==> src/rtl/eth_out_arb.sv <==
// Two-source packet arbiter: round-robin on ties, whole packets,
// one-cycle registered output with downstream stall.
module eth_out_arb (
    input  logic        clk,
    input  logic        resetN,
    input  logic        reqA,
    input  logic [31:0] inDataA,
    input  logic        inSopA,
    input  logic        inEopA,
    output logic        popA,
    input  logic        reqB,
    input  logic [31:0] inDataB,
    input  logic        inSopB,
    input  logic        inEopB,
    output logic        popB,
    input  logic        outStall,
    output logic [31:0] outData,
    output logic        outSop,
    output logic        outEop,
    output logic        outValid,
    output logic        grantA,
    output logic        grantB,
    output logic [15:0] pktCntA,
    output logic [15:0] pktCntB,
    output logic        errSop
);

    localparam logic [1:0] IDLE    = 2'd0;
    localparam logic [1:0] GRANT_A = 2'd1;
    localparam logic [1:0] GRANT_B = 2'd2;

    logic [1:0]  state;
    logic        lastB;
    logic        firstWord;
    logic        pop;
    logic [31:0] selData;
    logic        selSop;
    logic        selEop;

    assign grantA = (state == GRANT_A);
    assign grantB = (state == GRANT_B);

    // Pops are gated by reset so nothing is consumed while held in reset.
    assign popA = resetN & grantA & reqA & ~outStall;
    assign popB = resetN & grantB & reqB & ~outStall;
    assign pop  = popA | popB;

    assign selData = grantB ? inDataB : inDataA;
    assign selSop  = grantB ? inSopB  : inSopA;
    assign selEop  = grantB ? inEopB  : inEopA;

    always_ff @(posedge clk) begin
        if (!resetN) begin
            state     <= IDLE;
            lastB     <= 1'b1;
            firstWord <= 1'b0;
        end else begin
            case (state)
                IDLE: begin
                    firstWord <= 1'b1;
                    if (reqA && (!reqB || lastB))
                        state <= GRANT_A;
                    else if (reqB)
                        state <= GRANT_B;
                end
                GRANT_A, GRANT_B: begin
                    if (pop) begin
                        firstWord <= 1'b0;
                        if (selEop) begin
                            state <= IDLE;
                            lastB <= grantB;
                        end
                    end
                end
                default: state <= IDLE;
            endcase
        end
    end

    always_ff @(posedge clk) begin
        if (!resetN) begin
            outData  <= 32'd0;
            outSop   <= 1'b0;
            outEop   <= 1'b0;
            outValid <= 1'b0;
        end else if (!outStall) begin
            outValid <= pop;
            if (pop) begin
                outData <= selData;
                outSop  <= selSop;
                outEop  <= selEop;
            end
        end
    end

    always_ff @(posedge clk) begin
        if (!resetN) begin
            pktCntA <= 16'd0;
            pktCntB <= 16'd0;
        end else begin
            if (popA && inEopA && pktCntA != 16'hFFFF)
                pktCntA <= pktCntA + 16'd1;
            if (popB && inEopB && pktCntB != 16'hFFFF)
                pktCntB <= pktCntB + 16'd1;
        end
    end

    always_ff @(posedge clk) begin
        if (!resetN)
            errSop <= 1'b0;
        else if (pop && firstWord && !selSop)
            errSop <= 1'b1;
    end

endmodule

==> config.mk <==
export PLATFORM = sky130hd
export DESIGN_NAME = eth_out_arb
export DESIGN_NICKNAME = d
export VERILOG_FILES = /design/src/rtl/eth_out_arb.sv
export SDC_FILE = /design/constraint.sdc
export NUM_CORES = 1
export LEC_CHECK = 0
export BUFFER_PORTS_ARGS = -buffer_cell sky130_fd_sc_hd__buf_2
export CAP_MARGIN = 20
export CORE_MARGIN = 4
export CORE_UTILIZATION = 48
export DETAILED_ROUTE_END_ITERATION = 10
export GPL_ROUTABILITY_DRIVEN = 0
export GPL_TIMING_DRIVEN = 0
export PLACE_DENSITY = 0.89
export SLEW_MARGIN = 20
export SYNTH_ARGS = -nofsm -noshare
export SYNTH_HDL_FRONTEND = slang
export SYNTH_SLANG_ARGS = --single-unit
==> constraint.sdc <==
create_clock -name clk -period 2.15 [get_ports clk]
set_input_delay 0.215 -clock clk [delete_from_list [all_inputs] [get_ports clk]]
set_output_delay 0.215 -clock clk [all_outputs]
set_load 0.1 [all_outputs]
==> results.toml <==
[outcome]
outcome = "finished, final reports clean"

[synthesis]
synthTopCellsByCount = "72 x dfxtp_1, 62 x nand2_1, 42 x mux2i_1"
synth_nets = 448
ys_seq_elements = 72
yosysMostFrequentCell = "dfxtp_1"
async_flop_share_pct = 0
synth.yosys.warnings = 0
synth_top_area_share_pct = 40.5
synth_edf_count = 0
synth_ff_type = "dfxtp_1"
yosysSeqAreaShare_pct = 40.5
avgSynthCellArea_um2 = 9.62
synth.cell_area_um2 = 3560
synth_cell_type_count = 45
synth_area_leader_cell = "dfxtp_1"
ys_top_cells_by_area = "dfxtp_1 41%, mux2i_1 12%, o211a_1 9.3%, nand2_1 6.5%, xor2_1 5.4%"
syn_inst = 370

[critical_path]
timing.rr.end = "lastB"
reg2reg_from = "state[0]"
ff2ff_path_depth = 10
startpoint_type = "register"
endpoint_kind = "output pin"
max_stage_delay_ps = 450
worstPathArrival_ps = 1850
required_ps = 1930
path_class = "reg -> out"
path_cells = "inv_2 > ha_4 > buf_6 > and4b_4 > buf_2"
reg2reg_slack_ps = 150
crit_path_max_fanout = 10
slowest_stage = "buf_2"

[power]
p_comb_share_pct = 39.4
switching_share_pct = 42.1
p_leak_nw = 2.61
power_w = 0.00421
power.density_nw_per_um2 = 888
clkPwrFrac_pct = 24.6
peakVddDrop_mv = 0.525
switchingPower_w = 0.00177
p_int_w = 0.00243
power_frac_seq_pct = 36.0

[global_route]
grt_max_degree = 12
overflow = 0
antenna_found_initial = 0
grt_pass1_wl_um = 15800
grt_usage_pct = 22.6
grt_pass1_vias = 3371

[floorplanning]
die_w_um = 94.1
start_util_pct = 49.3
die_height_um = 94.1
io_pins = 145
core_area_um2 = 7210
fp-row-count = 31
die_area_um2 = 8850

[clock_network]
post_cts_buffers = 0
clkLatencyLatePin_ps = 350
htree_levels = 3
cts.sinks = 72
numCtsBuffers = 9
cts_tree = "done"
clk_path_buf_depth = 2
cts-root-buf = "clkbuf_8"
path_clk_slew_ps = 70

[sta]
rsz0062_at_grt = "no"
worst_slack_ps = 86.8
fin_crit_ps = 2060
setup-violations-final = 0
post-route-period-util_pct = 96.0
relSlewSlack_pct = 51.0
slew_viol_final = 0
hold_viol = 0
worst_pin_slew_ps = 735
clock.fmax_ghz = 0.485
fin_tns_setup_ps = 0
finalClockSkew_ps = 7.64

[place]
portBuffers = 144
dp_hpwl_um = 7540
place_ws_ps = 92.3
dpl.cell_count = 613

[hold_path]
holdPathStages = 3
hold_class = "in -> reg"
min_from = "outStall"
hold_path_end = "outValid"

[route]
routedWlPerCell_um = 15.7
viasPerCell = 5.32
drc = 0
dr.pass1.iters = 4
postRouteAntennaNets = 0
wl_um = 9890
vias = 3347
drt_first_iter_violations = 82

[finish]
nNetsFinal = 603
final_cells = 629
drive_gt1_share_pct = 41.3
post-route-util_pct = 65.7
synthToLayoutAreaGrowth_pct = 33.2
diodes = 0

[flow_run]
cap_viol_max_count = 0
-- repair_timing --
action / CTS / global route
hold buffers: 0 / 0
resized for setup: 0 / 6
endpoints found under the setup margin: 0 / 7
-- layout by cell type (no fill, tap or decap), types with 3 or more instances in the layout --
cell      instances
dfxtp_2          26
ha_1              3
nor2b_1           4
clkbuf_8          9
and4_1            3
and3_1            3
nand2b_1          5
clkinv_2          3
nor3_1            4
and2_1           24
nand3_1           8
nand4_1           8
clkbuf_1         12
dfxtp_4           4
a21oi_1           7
xor2_1           22
o21ai_0           5
nor4b_2           4
nor2_1            4
dfxtp_1          42
nand2_1          62
o211a_1          33
buf_2           147
buf_1             4
mux2i_1          42
-- power groups by stage --
stage / clock, W / sequential, W / combinational, W
6_report: 0.00103 / 0.00152 / 0.00166
5_1_grt: 0.00110 / 0.00153 / 0.00175
4_1_cts: 0.00104 / 0.00152 / 0.00166
3_5_place_dp: 0 / 0.00155 / 0.00166
3_3_place_gp: 0 / 0.00154 / 0.00161
2_1_floorplan: 0 / 0.00209 / 0.000807
-- metrics by stage --
stage	hold slack (ps)	instance area, µm²
3_5_place_dp	463	4550
5_1_grt	183	4740
3_3_place_gp	454	4550
2_1_floorplan	360	3700
6_report	182	4740
4_1_cts	167	4730
-- final cells by class --
class	instances	area (µm²)
clock inverters	4	45.0
fillers	615	2480
multi-input cells	274	2120
repair buffers	144	721
clock buffers	12	135
flip-flops and latches	72	1490
well taps	99	124
plain buffers	20	92.6
inverters	4	15.0
-- layer usage --
layer / GRT usage (%) / wire length [µm] / vias to the layer above
met2: 39.4 / 4970 / 127
met3: 5.77 / 672 / 14
met5: 0 / 0 / -
met1: 26.9 / 4090 / 1572
li1: - / - / 1634
met4: 7.82 / 155 / 0
-- flip-flops by register name, summed over array words and instances (netlist names) --
name	flops
outData	32
pktCntA	16
pktCntB	16
state	2
errSop	1
firstWord	1
lastB	1
outEop	1
outSop	1
outValid	1
-- worst max-delay path, delay by kind of cell (launching register included) --
family	cells	cell delay, ps
buffers and inverters	3	700
flip-flops	1	340
AND/OR/NAND/NOR	1	320
adder cells (fa/ha/maj)	1	140
-- kinds of logic after synthesis --
| logic type | synth area share, % |
|---|---|
| AOI/OAI and AO/OA | 14.4 |
| xor gates and xnor gates | 5.41 |
| adders and majority gates | 1.76 |
| buffers and inverters | 2.78 |
| DFF | 40.5 |
| muxes | 11.8 |
| and+or+nand+nor | 23.3 |
-- worst max-delay path by stage --
stage,start,end,slack [ps]
floorplan,state[0],pktCntB[7],-110
global placement,state[0],lastB,160
detailed placement,state[0],lastB,90
CTS,state[0],lastB,70
global route,state[0],lastB,6
finish,state[0],popB,90
No activity file was read; power rests on OpenSTA's default activity.
